===== src/rtl/click_event_encoder.sv =====
// -----------------------------------------------------------------------------
// click_event_encoder
//
// Producer side of the mouse-click interface used by the picture toggle logic.
// The raw left button is synchronised into clk, debounced, and the press and
// release positions are hit-tested against a 2x2 grid of screen tiles. A press
// followed by a release inside the same tile is a qualified click: it flips
// that tile's toggle bit and is offered downstream through a one-entry
// valid/ready output register.
//
// Ports
//   clk           in   1   pixel clock
//   rst           in   1   synchronous reset, active-high
//   mouse_left    in   1   raw left button, asynchronous to clk
//   xpos          in   12  mouse x, clk domain
//   ypos          in   12  mouse y, clk domain
//   evt_ready     in   1   consumer accepts event
//   evt_valid     out  1   click event pending
//   evt_region    out  2   tile index of pending event, row*2+col
//   evt_overflow  out  1   sticky: qualified click dropped, output was occupied
//   toggle        out  4   per-tile toggle bit, flips on every qualified click
//   left_db       out  1   debounced button level
// -----------------------------------------------------------------------------
module click_event_encoder #(
    parameter int DEBOUNCE_CYCLES = 4,
    parameter int X_ORIGIN        = 100,
    parameter int Y_ORIGIN        = 100,
    parameter int CELL_W          = 200,
    parameter int CELL_H          = 150
) (
    input  logic        clk,
    input  logic        rst,
    input  logic        mouse_left,
    input  logic [11:0] xpos,
    input  logic [11:0] ypos,
    input  logic        evt_ready,
    output logic        evt_valid,
    output logic [1:0]  evt_region,
    output logic        evt_overflow,
    output logic [3:0]  toggle,
    output logic        left_db
);

    localparam int CNT_W = $clog2(DEBOUNCE_CYCLES + 1);
    localparam logic [CNT_W-1:0] CNT_LAST = CNT_W'(DEBOUNCE_CYCLES - 1);

    // Grid edges in 13 bits so origin + 2*cell never wraps.
    localparam logic [12:0] X_LO  = 13'(X_ORIGIN);
    localparam logic [12:0] X_MID = 13'(X_ORIGIN + CELL_W);
    localparam logic [12:0] X_HI  = 13'(X_ORIGIN + 2 * CELL_W);
    localparam logic [12:0] Y_LO  = 13'(Y_ORIGIN);
    localparam logic [12:0] Y_MID = 13'(Y_ORIGIN + CELL_H);
    localparam logic [12:0] Y_HI  = 13'(Y_ORIGIN + 2 * CELL_H);

    // -------------------------------------------------------------------------
    // Two-flop synchroniser. sync_fill marks when left_s reflects a real
    // post-reset sample of the button rather than the reset value.
    // -------------------------------------------------------------------------
    logic       sync_1;
    logic       left_s;
    logic [1:0] sync_fill;

    always_ff @(posedge clk) begin
        if (rst) begin
            sync_1    <= 1'b0;
            left_s    <= 1'b0;
            sync_fill <= 2'b00;
        end else begin
            sync_1    <= mouse_left;
            left_s    <= sync_1;
            sync_fill <= {sync_fill[0], 1'b1};
        end
    end

    // -------------------------------------------------------------------------
    // Debounce: left_db follows left_s only after DEBOUNCE_CYCLES consecutive
    // cycles of disagreement; any agreement restarts the count.
    // -------------------------------------------------------------------------
    logic [CNT_W-1:0] db_cnt;

    always_ff @(posedge clk) begin
        if (rst) begin
            db_cnt  <= '0;
            left_db <= 1'b0;
        end else if (left_s == left_db) begin
            db_cnt <= '0;
        end else if (db_cnt == CNT_LAST) begin
            left_db <= ~left_db;
            db_cnt  <= '0;
        end else begin
            db_cnt <= db_cnt + CNT_W'(1);
        end
    end

    // Previous debounced level, for rise detection.
    logic left_db_q;
    // Armed once the button has been seen released after reset, so a button
    // held through reset cannot masquerade as a fresh press.
    logic armed;

    always_ff @(posedge clk) begin
        if (rst) begin
            left_db_q <= 1'b0;
            armed     <= 1'b0;
        end else begin
            left_db_q <= left_db;
            if (sync_fill[1] && !left_s && !left_db)
                armed <= 1'b1;
        end
    end

    logic db_rise;
    assign db_rise = left_db & ~left_db_q;

    // -------------------------------------------------------------------------
    // Hit test on the current cursor position (half-open tile ranges).
    // -------------------------------------------------------------------------
    logic [12:0] x13;
    logic [12:0] y13;
    logic        col_in;
    logic        row_in;
    logic        cur_hit;
    logic [1:0]  cur_region;

    assign x13        = {1'b0, xpos};
    assign y13        = {1'b0, ypos};
    assign col_in     = (x13 >= X_LO) && (x13 < X_HI);
    assign row_in     = (y13 >= Y_LO) && (y13 < Y_HI);
    assign cur_hit    = col_in && row_in;
    assign cur_region = {(y13 >= Y_MID), (x13 >= X_MID)};

    // -------------------------------------------------------------------------
    // Click FSM
    // -------------------------------------------------------------------------
    typedef enum logic [1:0] {
        IDLE    = 2'd0,
        PRESSED = 2'd1,
        EMIT    = 2'd2
    } state_t;

    state_t state;
    state_t state_nxt;

    always_ff @(posedge clk) begin
        if (rst) state <= IDLE;
        else     state <= state_nxt;
    end

    logic       press_hit;
    logic [1:0] press_region;

    always_comb begin
        state_nxt = state;
        case (state)
            IDLE: begin
                if (armed && db_rise)
                    state_nxt = PRESSED;
            end
            PRESSED: begin
                // Only the release endpoint matters; cursor travel while held
                // is ignored.
                if (!left_db) begin
                    if (press_hit && cur_hit && (cur_region == press_region))
                        state_nxt = EMIT;
                    else
                        state_nxt = IDLE;
                end
            end
            EMIT:    state_nxt = IDLE;
            default: state_nxt = IDLE;
        endcase
    end

    logic latch_press;
    logic emit;

    always_comb begin
        latch_press = 1'b0;
        emit        = 1'b0;
        case (state)
            IDLE:    latch_press = armed && db_rise;
            EMIT:    emit        = 1'b1;
            default: ;
        endcase
    end

    always_ff @(posedge clk) begin
        if (rst) begin
            press_hit    <= 1'b0;
            press_region <= 2'd0;
        end else if (latch_press) begin
            press_hit    <= cur_hit;
            press_region <= cur_region;
        end
    end

    // -------------------------------------------------------------------------
    // Output register and per-tile toggles. A pending event accepted on the
    // EMIT cycle frees the slot for the new one in the same cycle.
    // -------------------------------------------------------------------------
    always_ff @(posedge clk) begin
        if (rst) begin
            evt_valid    <= 1'b0;
            evt_region   <= 2'd0;
            evt_overflow <= 1'b0;
            toggle       <= 4'd0;
        end else if (emit) begin
            toggle[press_region] <= ~toggle[press_region];
            if (!evt_valid || evt_ready) begin
                evt_valid  <= 1'b1;
                evt_region <= press_region;
            end else begin
                evt_overflow <= 1'b1;
            end
        end else if (evt_valid && evt_ready) begin
            evt_valid <= 1'b0;
        end
    end

endmodule

===== config.mk =====
export PLATFORM = sky130hd
export DESIGN_NAME = click_event_encoder
export DESIGN_NICKNAME = d
export VERILOG_FILES = /design/src/rtl/click_event_encoder.sv
export SDC_FILE = /design/constraint.sdc
export NUM_CORES = 1
export LEC_CHECK = 0
export BUFFER_PORTS_ARGS = -buffer_cell sky130_fd_sc_hd__buf_2
export CORE_AREA = 2 2 52 54
export DETAILED_ROUTE_END_ITERATION = 8
export DIE_AREA = 0 0 54 56
export GPL_ROUTABILITY_DRIVEN = 0
export PLACE_DENSITY = 0.68
export SLEW_MARGIN = 20
export SYNTH_ARGS = -nofsm -noshare
export SYNTH_HDL_FRONTEND = slang
export SYNTH_SLANG_ARGS = --single-unit

===== constraint.sdc =====
create_clock -name clk -period 5.1 [get_ports clk]
set_clock_uncertainty 0.1 [all_clocks]
set_input_delay 1.53 -clock clk [delete_from_list [all_inputs] [get_ports clk]]
set_output_delay 1.53 -clock clk [all_outputs]
set_load 0.05 [all_outputs]

## Word level (Yosys, flattened, before mapping)

Index checks and enable logic that the tools add are counted.

| word-level totals | value |
|---|---|
| flip-flop bits (word level) | 23 |
| bits in latches | 0 |
| memory bits (writable) | 0 |
| bits in read-only memories | 0 |
| bits of input ports | 28 |
| output and inout bits | 9 |
| word-level logic and storage cells | 75 |
| memories | 0 |

| operators by class | value |
|---|---|
| add/subtract/negate cells | 1 |
| $mul | 0 |
| divide/modulo/power cells | 0 |
| order comparisons | 8 |
| equal/unequal tests | 8 |
| shift operators | 0 |
| muxes and demuxes | 15 |
| bitwise logic cells | 6 |
| reductions and logical operators | 22 |

Operators by type and width:

| operator | number |
|---|---|
| 12-bit by 7-bit >= comparator with 1-bit output, second input constant | 2 |
| 12-bit by 9-bit less-than comparator with 1-bit output, second input constant | 2 |
| 12-bit by 8-bit >= comparator with 1-bit output, second input constant | 1 |
| 12-bit by 9-bit >= comparator with 1-bit output, second input constant | 1 |
| 1-bit logical AND | 10 |
| 2-bit AND reduction | 5 |
| 1-bit two-way mux | 8 |
| 2-bit two-way mux | 3 |
| 1-bit NOT | 5 |
| 4-bit bitwise mux | 1 |
| 2-bit inequality test, second input constant | 2 |
| 2-bit one-hot mux with 2 select lines | 1 |
| 3-bit by 1-bit adder with 3-bit output, second input constant | 1 |
| 3-bit by 2-bit == test with 1-bit output, second input constant | 1 |
| 1-bit zero test | 3 |
| 2-bit by 3-bit less-than comparator with 1-bit output, second input constant | 1 |
| 3-bit OR reduction | 1 |
| 1-bit binary-select mux with 2-bit select | 1 |
| 1-bit demux with 2-bit select | 1 |
| 2-bit by 1-bit == test with 1-bit output, second input constant | 1 |
| 2-bit == test | 1 |
| 2-bit == test, second input constant | 1 |
| 2-bit by 1-bit >= comparator with 1-bit output, second input constant | 1 |
| 2-bit zero test | 1 |
| other kinds (5) | 5 |

## Depth between registers and ports, before layout

Gate-level depths: netlist of run 1.

| logic depth | value |
|---|---|
| depth after elaboration | 8 |
| mapped depth | 5 |
| mapped depth without buffers | 4 |

## Worst setup path after synthesis of run 1

OpenSTA, ideal clock, no wires.

| timing | value |
|---|---|
| kind | in2reg |
| from | in xpos[11] |
| to | reg state[1] |
| library setup time | 0.103 ns |
| arrival | 2.560 ns |
| data required time | 4.897 ns |
| slack | 2.336 ns |
| stages | 3 |
| buffers on the path | 0 |
| cells stage by stage | or3_4 -> or3_1 -> a2111oi_2 |

| between the ends | value |
|---|---|
| word-level cells in the longest chain between the ends | 8 |
| elaborated cells between the ends (all ways) | 11 |
| those cells by class | 3 x order compare; 1 x eq/ne; 3 x mux; 4 x reduce/logical |

RTL lines:

| item | line | text |
|---|---|---|
| start, declared | 34 | `input logic [11:0] xpos,` |
| 12-bit by 7-bit >= comparator with 1-bit output / 12-bit by 9-bit less-than comparator with 1-bit output (equally long branches) | 127 | `assign col_in = (x13 >= X_LO) && (x13 < X_HI);` |
| 1-bit logical AND | 127 |  |
| 1-bit logical AND | 129 | `assign cur_hit = col_in && row_in;` |
| 1-bit logical AND | 163 | `if (press_hit && cur_hit && (cur_region == press_region))` |
| 1-bit logical AND * | 163 |  |
| 2-bit two-way mux * | 163 |  |
| 2-bit two-way mux * | 162 | `if (!left_db) begin` |
| 2-bit one-hot mux with 2 select lines * | 154 | `case (state)` |
| end signal, assigned | 146 | `else state <= state_nxt;` |
| end, declared | 141 | `state_t state;` |

Every way passes the cells marked *; elsewhere a longest branch is shown, timed or not. The select of a mux whose other input is x is not followed.
A chain may end at the register's enable or synchronous reset.

## Worst setup path after layout of run 1

| timing | value |
|---|---|
| from | reg left_db |
| to | out left_db |

RTL lines:

| item | line | text |
|---|---|---|
| start, declared | 41 | `output logic left_db` |
| start signal, assigned | 88 | `left_db <= ~left_db;` |

No word-level cell between the ends.

==> results of run 1 <==
sequential cells by signal (all words and copies together), names as in the netlist, 2 cells and up:
name	count
db_cnt	3
toggle	4
press_region	2
state	2
evt_region	2
sync_fill	2
path summary, 6_finish.rpt:
check	cells after the start	end
hold / removal	1	db_cnt[0]
setup reg to reg	4	press_region[1]
hold reg to reg	1	db_cnt[0]
setup / recovery	1	left_db
cells in the mapped netlist, drive strengths merged:
| master | n |
|---|---|
| nand2b | 2 |
| o311ai | 3 |
| o21a | 1 |
| nand4 | 2 |
| or3 | 3 |
| a211oi | 2 |
| nor2 | 21 |
| a22oi | 1 |
| nand2 | 3 |
| nor3b | 2 |
| clkbuf | 2 |
| inv | 3 |
| mux2i | 2 |
| buf | 1 |
| xor2 | 2 |
| nand4b | 1 |
| ha | 2 |
| nor4 | 3 |
| o211ai | 1 |
| nor2b | 7 |
| nor3 | 1 |
| a2111oi | 1 |
| xnor2 | 4 |
| o21ai | 5 |
| nand3 | 4 |
| a21boi | 1 |
| a21oi | 6 |
| dfxtp | 23 |
power by group:
part           switching (uW)  total, uW  leakage, uW  internal (uW)
clock                    51.0       80.3    0.0000177           29.3
sequential              0.967        183     0.000187            182
combinational            11.9       23.4     0.000279           11.5
total                    63.9        287     0.000483            223
per-layer routing:
metal | track usage | vias up
met4 | 0.0857 | 0
met2 | 0.235 | 34
met3 | 0.0161 | 4
met1 | 0.163 | 394
li1 | - | 449
met5 | 0 | -
metrics by stage:
stage               setup WS (ns)  hold slack (ns)  utilization
CTS                          2.35            0.351        0.497
finish                       2.36            0.342        0.497
global route                 2.29            0.364        0.497
global placement             2.20            0.309        0.486
detailed placement           2.17            0.333        0.486
floorplan                    2.34            0.299            -
logic make-up after synthesis:
family                   count (synthesis)
XOR/XNOR                                 6
AND/OR/NAND/NOR                         49
multiplexers                             2
AO/OA/AOI/OAI                           21
flip-flops                              23
adder cells (fa/ha/maj)                  2
buffers and inverters                    6
cell type report:
| cell class | count | area, um2 |
|---|---|---|
| inverters | 3 | 11.3 |
| multi-input cells | 80 | 507 |
| clock inverters | 1 | 5.00 |
| well taps | 30 | 37.5 |
| repair buffers | 33 | 165 |
| flip-flops and latches | 23 | 460 |
| clock buffers | 3 | 22.5 |
| fillers | 252 | 1220 |
==> flow_metrics.py, run 1 <==
metrics = {
    "clock_tree": {
        "numCtsBuffers": 3,
        "cts_root_buffer": "clkbuf_4",
        "cts_tree": "built",
        "postCtsSetupBuffers": 0,
        "clock_sinks": 23,
        "htree_levels": 1,
        "path_clk_slew_ns": 0.11,
        "cts-resized-gates": 0,
        "insertion_delay_ns": 0.31,
        "ctsHoldBuffers": 0,
        "clockBufferDepth": 2,
    },
    "timing": {
        "tns_ns": 0,
        "setup_viol": 0,
        "slew_violations": 0,
        "worst_pin_slew_ns": 0.579,
        "timing.final.crit_share": 0.537,
        "post-route-min-period_ns": 2.74,
        "timing.fmax_mhz": 365,
        "rsz0062_at_grt": "no",
        "timing_hold_violations_final": 0,
        "max_slew_margin": 0.611,
    },
    "placed_design": {
        "place_area_um2": 1180,
        "hpwl_mm": 1.48,
        "port_buffers": 33,
        "dp.cells": 169,
    },
    "detailed_routing": {
        "met2_length_um": 847,
        "initialDrtViolationCount": 7,
        "wl_met3_um": 133,
        "drt-pass1-iter-count": 4,
        "drt_drc_violations_left": 0,
        "wl_per_cell_um": 10.4,
        "viasPerCell": 5.09,
        "ant_nets": 0,
        "top_layer": "met4",
        "drt-total-wl_mm": 1.81,
        "vias": 881,
        "met1Wirelength_um": 774,
    },
    "grt": {
        "grt_pass1_wl_mm": 3.22,
        "antenna_found_initial": 0,
        "grt_usage": 0.140,
        "grt_pass1_vias": 811,
        "grt_overflow_total": 0,
        "grt_max_degree": 22,
    },
    "logic_synthesis": {
        "synth_area_leader_cell": "dfxtp_1",
        "syn_area_per_cell_um2": 9.09,
        "yosysWarnings": 0,
        "syn-instance-count": 109,
        "synth_fp_nets": 139,
        "ys_ff_latch": 23,
        "yosys.area_share.simple": 0.265,
        "synth_top_area_share": 0.465,
        "synth_fa_ha_area_frac": 0.0253,
        "synth.distinct_cells": 31,
        "netlist_area_um2": 991,
        "synth_top_family_by_area": "simple AND/OR/NAND/NOR gates",
        "synth_area_leaders": "dfxtp_1 46%, nor2_1 8.0%, nor2b_1 4.4%, xnor2_1 3.5%, a21oi_1 3.0%",
        "synthMuxAreaShare": 0.0202,
        "synth-xor-area-share": 0.0530,
        "synth_compound_area_frac": 0.148,
        "synth_seq_area_share": 0.465,
    },
    "run_status": {
        "status": "finished, final reports clean",
    },
    "floorplan": {
        "initial_core_util": 0.407,
        "num_rows": 18,
        "dieArea_um2": 3020,
        "fp.dieW_um": 54,
        "die-height_um": 56,
        "coreArea_um2": 2430,
        "ios": 37,
    },
    "cells_and_area": {
        "nets": 174,
        "drive_above_1_share": 0.294,
        "layout_common_cells": "33 x buf_2, 23 x dfxtp_1, 21 x nor2_1",
        "area_growth_syn_to_layout_pct": 22.0,
        "antennaDiodeCount": 0,
        "final-instance-count-excl-fill": 173,
        "design_area_um2": 1210,
        "final_common_cell": "buf_2",
    },
    "setup_path": {
        "worstSetupPathType": "reg2out",
        "critPathSlowestCell": "dfxtp_1",
        "worst_setup_path_end_kind": "output pin",
        "rrSetupSlack_ns": 3.57,
        "path_max_fanout": 8,
        "startpoint": "left_db",
        "crit_path_start_kind": "flop",
        "path_buf_inv": 1,
        "slowest_delay_ns": 0.48,
        "crit_chain": "buf_2",
        "cp.required_ns": 3.47,
        "critPathTopFamily": "flip-flops",
        "worstPathArrival_ns": 1.11,
        "crit-reg2reg-launch": "left_db",
    },
    "power": {
        "vdd_drop_max_v": 0.000138,
        "static-leakage-power_uw": 0.000483,
        "p_per_area_nw_per_um2": 237,
        "power_uw": 287,
    },
    "flow_run": {
        "drv_cap": 0,
    },
    "min_path": {
        "hold_path.class": "reg2reg",
        "hold_start": "db_cnt[0]",
    },
}
Note: power is estimated with default switching activity, not from simulation.
==> run 2, diff against run 1 <==
--- a/config.mk
+++ b/config.mk
@@ -5,12 +5,13 @@
 export SDC_FILE = /design/constraint.sdc
 export NUM_CORES = 1
 export LEC_CHECK = 0
+export ABC_AREA = 1
 export BUFFER_PORTS_ARGS = -buffer_cell sky130_fd_sc_hd__buf_2
-export CORE_AREA = 2 2 52 54
+export CORE_AREA = 2 2 55 57
 export DETAILED_ROUTE_END_ITERATION = 8
-export DIE_AREA = 0 0 54 56
+export DIE_AREA = 0 0 57 59
 export GPL_ROUTABILITY_DRIVEN = 0
-export PLACE_DENSITY = 0.68
+export PLACE_DENSITY = 0.67
 export SLEW_MARGIN = 20
 export SYNTH_ARGS = -nofsm -noshare
 export SYNTH_HDL_FRONTEND = slang
==> constraint.sdc (replaced) <==
create_clock -name clk -period 2.7 [get_ports clk]
set_clock_uncertainty 0.1 [all_clocks]
set_input_delay 0.81 -clock clk [delete_from_list [all_inputs] [get_ports clk]]
set_output_delay 0.81 -clock clk [all_outputs]
set_load 0.05 [all_outputs]
==> run 2 against run 1 <==
- power up 92%
- sequential cell count is the same
- final area rose by 13%
- critical path depth is the same
- final cell count grew 43%
- first-iteration DRC count grew to 4.0 times the previous value
- global-route usage shrank 0.12 points
- highest routed layer unchanged
- sequential power up 89%
- worst hold slack lost 0.034 ns
- largest power group unchanged
- clock-buffer cell count unchanged
==> flow_metrics.py, run 2 <==
metrics = {
    "flow_run": {
        "drv_cap": 0,
    },
    "power": {
        "p_int_uw": 421,
        "seq_power_share": 0.628,
        "switching_power_uw": 128,
        "power.share.clock": 0.282,
        "netSwitchingFraction": 0.233,
        "vdd_drop_max_v": 0.000285,
        "combPwrFrac": 0.091,
        "power_uw": 550,
        "p_per_area_nw_per_um2": 403,
        "static-leakage-power_uw": 0.000759,
    },
    "timing": {
        "slew_violations": 0,
        "post-route-min-period_ns": 1.91,
        "tns_ns": 0,
        "timing.final.crit_share": 0.707,
        "worst_pin_slew_ns": 0.364,
        "max_slew_margin": 0.755,
        "timing_hold_violations_final": 0,
        "rsz0062_at_grt": "no",
        "timing.fmax_mhz": 524,
        "setup_viol": 0,
        "holdWs_ns": 0.308,
    },
    "setup_path": {
        "slowest_delay_ns": 0.41,
        "crit_chain": "buf_2",
        "rrSetupSlack_ns": 1.35,
        "path_buf_inv": 1,
        "crit-reg2reg-launch": "db_cnt[0]",
        "worst_setup_path_end_kind": "output pin",
        "r2r_cells": 5,
        "worstSetupPathType": "reg2out",
        "path_max_fanout": 5,
        "critPathTopFamily": "flip-flops",
        "cp.required_ns": 1.79,
        "r2r-end": "db_cnt[0]",
        "worstPathArrival_ns": 1.00,
        "crit_path_start_kind": "flop",
        "critPathSlowestCell": "dfxtp_1",
    },
    "logic_synthesis": {
        "synth_area_leaders": "dfxtp_1 41%, nand2_1 12%, nor2_1 12%, inv_1 12%, nand3_1 5.7%",
        "synth.distinct_cells": 17,
        "ys_ff_latch": 23,
        "synth_edf_count": 0,
        "yosysWarnings": 0,
        "async_flop_share": 0,
        "syn-instance-count": 180,
        "synth_fp_nets": 210,
        "netlist_area_um2": 1140,
        "synthFlopType": "dfxtp_1",
        "synth_top_area_share": 0.405,
        "syn_area_per_cell_um2": 6.31,
        "synth_seq_area_share": 0.405,
        "synth_common_cells": "37 x nand2_1, 37 x nor2_1, 36 x inv_1",
        "synth_area_leader_cell": "dfxtp_1",
    },
    "cells_and_area": {
        "layout_common_cells": "37 x nor2_1, 37 x nand2_1, 36 x inv_1",
        "regMostFlops": "toggle",
        "largestRegisters": "toggle: 4 flops, db_cnt: 3 flops",
        "fin_util": 0.503,
        "area_growth_syn_to_layout_pct": 19.9,
        "nets": 247,
        "antennaDiodeCount": 0,
        "drive_above_1_share": 0.208,
        "largest_reg_flops": 4,
    },
    "clock_tree": {
        "clockBufferDepth": 2,
        "htree_levels": 1,
        "cts_root_buffer": "clkbuf_4",
        "cts-resized-gates": 0,
        "clock_sinks": 23,
        "insertion_delay_ns": 0.31,
        "ctsHoldBuffers": 0,
        "numCtsBuffers": 3,
        "path_clk_slew_ns": 0.12,
        "cts_tree": "built",
        "postCtsSetupBuffers": 0,
    },
    "placed_design": {
        "port_buffers": 33,
        "hpwl_mm": 1.68,
    },
    "floorplan": {
        "coreArea_um2": 2710,
        "initial_core_util": 0.419,
        "dieArea_um2": 3360,
        "num_rows": 19,
        "die-height_um": 59,
        "fp.dieW_um": 57,
        "ios": 37,
    },
    "min_path": {
        "holdPathEnd": "sync_fill[1]",
        "whs_path_depth": 2,
        "hold_start": "sync_fill[0]",
        "hold_path.class": "reg2reg",
    },
    "grt": {
        "grt_overflow_total": 0,
        "grt_pass1_vias": 988,
        "grt_pass1_wl_mm": 3.67,
        "grt_usage": 0.139,
        "antenna_found_initial": 0,
        "grt_max_degree": 16,
    },
    "detailed_routing": {
        "vias": 1098,
        "drt-total-wl_mm": 2.08,
        "ant_nets": 0,
        "viasPerCell": 4.45,
        "wl_per_cell_um": 8.40,
        "drt_drc_violations_left": 0,
        "drt-pass1-iter-count": 4,
        "initialDrtViolationCount": 28,
    },
    "run_status": {
        "status": "finished, final reports clean",
    },
}
run 2: layer usage:
metal	part of all wire	vias up	GRT usage
met3	0.038	4	0.0393
met4	0.015	0	0.0498
met2	0.47	21	0.246
met5	0	-	0
li1	-	615	-
met1	0.47	458	0.161
run 2: worst max-delay path by stage:
stage / startpoint / endpoint / slack [ns] / depth (start not counted)
2_1_floorplan: left_db / left_db / 1.14 / 0
3_3_place_gp: rst / state[1] / 0.95 / 6
3_5_place_dp: rst / state[1] / 0.95 / 6
4_1_cts: left_db / left_db / 0.77 / 1
5_1_grt: left_db / left_db / 0.72 / 1
6_report: left_db / left_db / 0.79 / 1
run 2: kinds of logic (layout without fill, tap and decap cells):
logic type                 Yosys count  in the layout  share of synthesized area
and+or+nand+nor                     93             93                      0.337
adders and majority gates            2              2                     0.0220
DFF                                 23             23                      0.405
AOI/OAI and AO/OA                   21             21                     0.0991
buffers and inverters               41             77                      0.137
run 2: power by group through the flow:
stage	Clock (uW)	Combinational (uW)	Sequential, uW
after floorplan	0	24.8	352
after global routing	177	59.0	346
after detailed placement	0	50.5	353
after CTS	164	50.6	345
after global placement	0	50.0	353
final	155	49.8	345
run 2: area by class of cell:
| class | count | area [um2] |
|---|---|---|
| multi-input combinational | 116 | 520 |
| tap | 31 | 38.8 |
| sequential | 23 | 460 |
| clock inverter | 1 | 5.00 |
| fill | 327 | 1350 |
| inverter | 40 | 150 |
| clock buffer | 3 | 22.5 |
| timing repair buffer | 33 | 165 |
run 2: per-stage QoR:
stage | cells | worst slack (ns) | cell area, um2
2_1_floorplan | 180 | 1.14 | 1140
3_3_place_gp | 243 | 0.947 | 1340
3_5_place_dp | 243 | 0.946 | 1340
4_1_cts | 247 | 0.774 | 1360
5_1_grt | 247 | 0.721 | 1360
6_report | 247 | 0.792 | 1360
